## src/rtl/mem_port_arbiter.sv

```systemverilog
// Round-robin arbiter sharing one memory port between instruction fetch and data access.
// Registers the winning request onto the bus, holds it until m_ack, and aborts stuck transfers.
module mem_port_arbiter #(
   parameter int                ADDR_W   = 32,
   parameter int                DATA_W   = 32,
   parameter int                TIMEOUT  = 16,
   parameter logic [DATA_W-1:0] ERR_DATA = DATA_W'(32'hFFFF_FFFF)
) (
   input  logic              clk,
   input  logic              cpu_rst_n,
   input  logic              cpu_en,
   input  logic              i_req,
   input  logic [ADDR_W-1:0] i_addr,
   output logic [DATA_W-1:0] i_rdata,
   output logic              i_done,
   input  logic              d_req,
   input  logic              d_we,
   input  logic [ADDR_W-1:0] d_addr,
   input  logic [DATA_W-1:0] d_wdata,
   output logic [DATA_W-1:0] d_rdata,
   output logic              d_done,
   output logic              m_req,
   output logic              m_we,
   output logic [ADDR_W-1:0] m_addr,
   output logic [DATA_W-1:0] m_wdata,
   input  logic [DATA_W-1:0] m_rdata,
   input  logic              m_ack,
   output logic              bus_err
);

   localparam logic [1:0] IDLE   = 2'd0;
   localparam logic [1:0] BUSY_I = 2'd1;
   localparam logic [1:0] BUSY_D = 2'd2;

   localparam int              CNT_W   = (TIMEOUT > 1) ? $clog2(TIMEOUT) : 1;
   localparam logic [CNT_W-1:0] CNT_MAX = CNT_W'(TIMEOUT - 1);

   // last_grant: 0 = fetch port, 1 = data port
   logic             last_grant;
   logic [1:0]       state;
   logic [CNT_W-1:0] count;
   logic             i_elig;
   logic             d_elig;
   logic             grant_i;
   logic             grant_d;
   logic             timeout_hit;

   always_comb begin
      i_elig      = i_req && !i_done;
      d_elig      = d_req && !d_done;
      grant_i     = 1'b0;
      grant_d     = 1'b0;
      timeout_hit = (TIMEOUT != 0) && (count == CNT_MAX);
      if (state == IDLE && cpu_en) begin
         // A port that lost the previous tie wins the next one.
         if (i_elig && d_elig) begin
            grant_d = !last_grant;
            grant_i = last_grant;
         end else begin
            grant_i = i_elig;
            grant_d = d_elig;
         end
      end
   end

   always_ff @(posedge clk or negedge cpu_rst_n) begin
      if (!cpu_rst_n) begin
         state      <= IDLE;
         last_grant <= 1'b0;
         count      <= '0;
         m_req      <= 1'b0;
         m_we       <= 1'b0;
         m_addr     <= '0;
         m_wdata    <= '0;
         i_rdata    <= '0;
         d_rdata    <= '0;
         i_done     <= 1'b0;
         d_done     <= 1'b0;
         bus_err    <= 1'b0;
      end else begin
         i_done <= 1'b0;
         d_done <= 1'b0;
         case (state)
            IDLE: begin
               if (grant_d) begin
                  m_addr     <= d_addr;
                  m_we       <= d_we;
                  m_wdata    <= d_wdata;
                  m_req      <= 1'b1;
                  last_grant <= 1'b1;
                  count      <= '0;
                  state      <= BUSY_D;
               end else if (grant_i) begin
                  m_addr     <= i_addr;
                  m_we       <= 1'b0;
                  m_req      <= 1'b1;
                  last_grant <= 1'b0;
                  count      <= '0;
                  state      <= BUSY_I;
               end
            end
            BUSY_I, BUSY_D: begin
               // Ack wins over a timeout landing on the same edge.
               if (m_ack || timeout_hit) begin
                  if (state == BUSY_I) begin
                     i_done  <= 1'b1;
                     i_rdata <= m_ack ? m_rdata : ERR_DATA;
                  end else begin
                     d_done <= 1'b1;
                     if (!m_we) d_rdata <= m_ack ? m_rdata : ERR_DATA;
                  end
                  if (!m_ack) bus_err <= 1'b1;
                  m_req <= 1'b0;
                  m_we  <= 1'b0;
                  state <= IDLE;
               end else begin
                  count <= count + 1'b1;
               end
            end
            default: state <= IDLE;
         endcase
      end
   end

endmodule

```

## config.mk

```make
export PLATFORM = sky130hd
export DESIGN_NAME = mem_port_arbiter
export DESIGN_NICKNAME = d
export VERILOG_FILES = /design/src/rtl/mem_port_arbiter.sv
export SDC_FILE = /design/constraint.sdc
export NUM_CORES = 1
export LEC_CHECK = 0
export ABC_AREA = 1
export CAP_MARGIN = 30
export CORE_MARGIN = 2
export CORE_UTILIZATION = 43
export DETAILED_ROUTE_END_ITERATION = 8
export PLACE_DENSITY = 0.84
export SYNTH_ARGS = -nofsm -noshare
export SYNTH_HDL_FRONTEND = slang
export SYNTH_SLANG_ARGS = --single-unit
```

## constraint.sdc

```tcl
create_clock -name clk -period 1.64 [get_ports clk]
set_input_delay 0.328 -clock clk [delete_from_list [all_inputs] [get_ports clk]]
set_output_delay 0.328 -clock clk [all_outputs]
set_load 0.05 [all_outputs]
```

**Word-level counts from Yosys, hierarchy flattened**

Index checks and enable logic that the tools add are counted.

- Input bits: 135
- Logic and storage cells: 71
- Flip-flop bits (word level): 140
- Memories: 0
- Latch bits: 0
- Memory bits (read-only): 0
- Output and inout bits: 133
- Bits in writable memories: 0

- Eq/ne operators: 6
- Mux-type cells: 29
- Add/sub/neg operators: 1
- Bitwise logic cells: 3
- Shift-type cells: 0
- Reduce and logical (&&, ||, !) cells: 20
- $lt $le $gt $ge: 0
- $mul: 0
- Div/mod/pow operators: 0

Operators by type and width:

| kind | count |
|---|---|
| $mux 32 | 3 |
| $mux 1 | 16 |
| $mux 4 | 3 |
| $reduce_and 3->1 | 4 |
| $pmux 4 s2 | 1 |
| $mux 2 | 3 |
| $reduce_and 2->1 | 3 |
| $add 4x1->4 const B | 1 |
| $eq 4x4->1 const B | 1 |
| $logic_and 1x1->1 | 4 |
| $ne 2x2->1 const B | 2 |
| $pmux 1 s2 | 2 |
| $pmux 2 s2 | 1 |
| $reduce_and 4->1 | 1 |
| $reduce_bool 2->1 | 2 |
| $logic_not 1->1 | 3 |
| $ne 3x3->1 const B | 1 |
| $not 1->1 | 3 |
| $eq 2x1->1 const B | 1 |
| $eq 2x2->1 const B | 1 |
| $logic_not 2->1 | 1 |
| $reduce_or 2->1 | 1 |
| $logic_or 1x1->1 | 1 |

**Depth between registers and ports, before layout**

- Depth in word-level cells: 8
- Gate-level depth with buffers: 10
- Depth with buffers taken out: 9

**Worst setup path before layout**

OpenSTA, ideal clock, no wires.

- Kind: reg2reg
- Start: reg i_done
- End: reg m_addr[23]
- Period minus slack after synthesis: 1507 ps
- Slack: 133 ps
- Data required time: 1522 ps
- Cell stages (with the launch flop): 7
- Setup time: 118 ps
- Buffers on the path: 1
- Data arrival time: 1389 ps
- Path through: dfrtp_1 > inv_1 > nand3_1 > clkbuf_1 > nand3b_1 > nand3_1 > nand2_1

- Longest elaborated chain between the ends: 7
- Elaborated cells between the ends (all ways): 10
- Those cells by class: 5 x mux; 5 x reduce/logical

RTL lines:

| what | line | source |
|---|---|---|
| from (decl) | 15 | `output logic i_done,` |
| from (signal assigned) | 77 | `i_done <= 1'b0;` |
| from (signal assigned) | 81 | `i_done <= 1'b0;` |
| from (signal assigned) | 106 | `i_done <= 1'b1;` |
| $logic_not 1->1 * | 49 | `i_elig = i_req && !i_done;` |
| $logic_and 1x1->1 * | 49 |  |
| $logic_and 1x1->1 | 56 | `if (i_elig && d_elig) begin` |
| $mux 1 | 56 |  |
| $mux 1 | 54 | `if (state == IDLE && cpu_en) begin` |
| $reduce_bool 2->1 (no source line) | -- |  |
| $reduce_and 2->1 (no source line) | -- |  |
| to (signal assigned) | 86 | `m_addr <= d_addr;` |
| to (signal assigned) | 94 | `m_addr <= i_addr;` |
| to (decl) | 24 | `output logic [ADDR_W-1:0] m_addr,` |

Mark *: on every way between the ends. The rest lies on a longest branch, timed or not.
A chain may end at the register's enable or synchronous reset.

**Worst setup path in the final report**

- Start: reg count[1]
- End: reg d_rdata[9]

- Longest elaborated chain between the ends: 3

RTL lines:

| what | line | source |
|---|---|---|
| from (decl) | 41 | `logic [CNT_W-1:0] count;` |
| from (signal assigned) | 117 | `count <= count + 1'b1;` |
| $eq 4x4->1 | 53 | `timeout_hit = (TIMEOUT != 0) && (count == CNT_MAX);` |
| $logic_or 1x1->1 | 104 | `if (m_ack \|\| timeout_hit) begin` |
| $reduce_and 4->1 (no source line) | -- |  |
| to (signal assigned) | 110 | `if (!m_we) d_rdata <= m_ack ? m_rdata : ERR_DATA;` |
| to (decl) | 20 | `output logic [DATA_W-1:0] d_rdata,` |

No other way between the ends.

==> results_dict.tcl <==
set metrics [dict create \
    path_delay_family "simple AND/OR/NAND/NOR gates" \
    end_kind "flip-flop" \
    yosys_warnings 0 \
    yosys.cell_types.count 23 \
    max_slew.worst_pin.slew_ns 0.355 \
    finalCriticalPeriod_ns 1.56 \
    skew_ns 0.00580 \
    clock-sinks 140 \
    grt_usage_pct 25.7 \
    drt-initial-drc-count 383 \
    grt_pass1_vias 6086 \
    fp.dieArea_um2 15800 \
    pwr-share-comb_pct 56.8 \
    gr-total-overflow 0 \
    synth_top_area_share_pct 55.0 \
    hold_path_class "primary input to async pin" \
    holdWs_ns 0.392 \
    vias_per_cell 4.99 \
    drv_cap 0 \
    dpl.hpwl_um 14600 \
    ir_drop_v 0.00148 \
    switchingPower_mw 11.7 \
    p_per_area_nw_per_um2 2360 \
    worst_setup_path_start_kind "flip-flop" \
    drive_gt1_share_pct 23.5 \
    p_int_mw 11.6 \
    clk_pin_slew_ns 0.06 \
    syn_area_um2 6370 \
    drc 0 \
    fin_util_pct 68.1 \
    setup_viol 0 \
    wirelength_um 20700 \
    vias 6236 \
    port_buffers 267 \
    cts_htree_levels 4 \
    fin_ws_ns 0.0823 \
    core-area_um2 14500 \
    wl_per_cell_um 16.6 \
    antenna_found_initial 0 \
    drt.antenna.violating_nets 0 \
    synth_nets 908 \
    path_class "flip-flop to flip-flop" \
    diodes 0 \
    crit_required_ns 1.93 \
    path_common_cell "nand2_1" \
    hold_viol 0 \
    place_congestion 0.833 \
    final_common_cell "nand2_1" \
    area_growth_pct 54.9 \
    power.share.clock_pct 17.0 \
    p_sw_share_pct 50.2 \
    final_cell_mix "nand2_1, buf_4, dfrtp_1" \
    dp_slack_ns -0.0875 \
    grt_pass1_wl_um 32200 \
    netlist_instances 770 \
    worstPathCellList "ha_2 -> nand3_2 -> nand2_1 -> nand2_4 -> inv_4 -> nand2_4 -> buf_12 -> nand2_1 -> nand2_1" \
    synth_area_leader_cell "dfrtp_1" \
    initial_utilization_pct 44.0 \
    clock_latency_ns 0.41 \
    total_power_mw 23.3 \
    seqPwrFrac_pct 26.2 \
    power.leakage_nw 5.13 \
    dr.pass1.iters 4 \
    grt_max_degree 43 \
    yosys_register_bits 140 \
    numCtsBuffers 17 \
    fmax_mhz 642 \
    dieHeight_um 126 \
    slew_violations 0 \
    place_area_um2 9140 \
    rows 44 \
    cp_data_arrival_time_ns 1.85 \
    ios 268 \
    synth-seq-area-share_pct 55.0 \
    crit_slowest_cell "dfrtp_1" \
    status "finished, final reports clean" \
    cp_num_buf_inv 2 \
    synthTopCellsByArea "dfrtp_1, nand2_1, nand3_1, nand3b_1, or2_2" \
    rsz0062_at_grt "yes" \
    fin_crit_sh_pct 95.0 \
    die_w_um 126 \
    relSlewSlack_pct 76.3 \
    clockBufferDepth 2 \
    nets 1190 \
    syn_avg_cell_area_um2 8.27 \
    root_buffer "clkbuf_16" \
    crit_fanout 13 \
    cp_slowest_stage_delay_ns 0.40 \
    cts_tree "yes" \
    fin_area_um2 9860 \
    r2r_slack_ns 0.08 \
]
## routing by layer
metal / global-route usage (%) / part of all wire [%] / vias to the layer above / wire length (um)
li1: - / - / 2965 / -
met1: 33.1 / 41 / 2911 / 8400
met2: 42.1 / 48 / 309 / 9900
met3: 7.09 / 8.6 / 51 / 1780
met4: 8.63 / 3.0 / 0 / 616
met5: 0 / 0 / - / 0
## through the flow
stage                     instances  TNS, ns
after CTS                      1246        0
after global placement         1213    -1.04
after detailed placement       1213    -3.76
after floorplan                 770        0
final                          1249        0
after global routing           1249  -0.0280
## cells by family after synthesis
kind of cell	Yosys count	share of synthesized area, %
AOI/OAI and AO/OA	33	2.63
adders and majority gates	3	0.589
buffers and inverters	87	6.54
DFF	140	55.0
xor gates and xnor gates	1	0.138
and+or+nand+nor	506	35.1
## cell type report
class	instances	area [um2]
clock buffer	19	453
inverter	44	170
timing repair buffer	306	2860
fill	1143	4620
tap	184	230
sequential	140	3500
clock inverter	13	165
multi-input combinational	543	2480
## power by group through the flow
stage | logic [mW] | registers, mW | clock network (mW)
after global routing | 14.0 | 6.29 | 4.14
final | 13.2 | 6.11 | 3.97
after floorplan | 3.00 | 11.4 | 0
after detailed placement | 13.1 | 6.11 | 0
after global placement | 12.9 | 6.07 | 0
after CTS | 13.1 | 6.11 | 4.01
## sequential cells by signal, indices dropped and copies added (netlist names)
register and cells:
m_req 1, m_addr 32, d_done 1, count 4
i_rdata 32, m_we 1, bus_err 1, m_wdata 32
i_done 1, d_rdata 32, state 2, last_grant 1
## timing repair
item                       CTS  global route
gates resized for setup      0             9
buffers inserted             0             1
setup endpoints to repair    0           105
hold endpoints to repair    31             0
hold buffers                 1             0
## path summary, 6_finish.rpt
| path | startpoint | endpoint | depth (start not counted) |
|---|---|---|---|
| worst max-delay path | count[1]$_DFFE_PN0P_ | d_rdata[9]$_DFFE_PN0P_ | 9 |
| worst min-delay path | cpu_rst_n | m_wdata[8]$_DFFE_PN0P_ | 2 |
| worst max register to register | count[1]$_DFFE_PN0P_ | d_rdata[9]$_DFFE_PN0P_ | 9 |
| worst min register to register | d_rdata[18]$_DFFE_PN0P_ | d_rdata[18]$_DFFE_PN0P_ | 2 |
| max in group asynchronous | cpu_rst_n | m_addr[20]$_DFFE_PN0P_ | 3 |
| min in group clk | d_wdata[13] | m_wdata[13]$_DFFE_PN0P_ | 3 |
## Yosys cell counts (all sizes together)
master	n
nand4	2
nand2	359
o21ai	32
nor2	7
xnor2	1
nand3b	33
ha	3
dfrtp	140
clkinv	1
nand3	73
o21bai	1
or2	32
inv	43
buf	28
clkbuf	15
## worst reg2reg max path: stages (launching register included)
cell and delay [ns]:
dfrtp_1 0.40, ha_2 0.22, nand3_2 0.11, nand2_1 0.13, nand2_4 0.11, inv_4 0.11, nand2_4 0.08, buf_12 0.16
nand2_1 0.07, nand2_1 0.06
(Power assumes the default switching activity.)
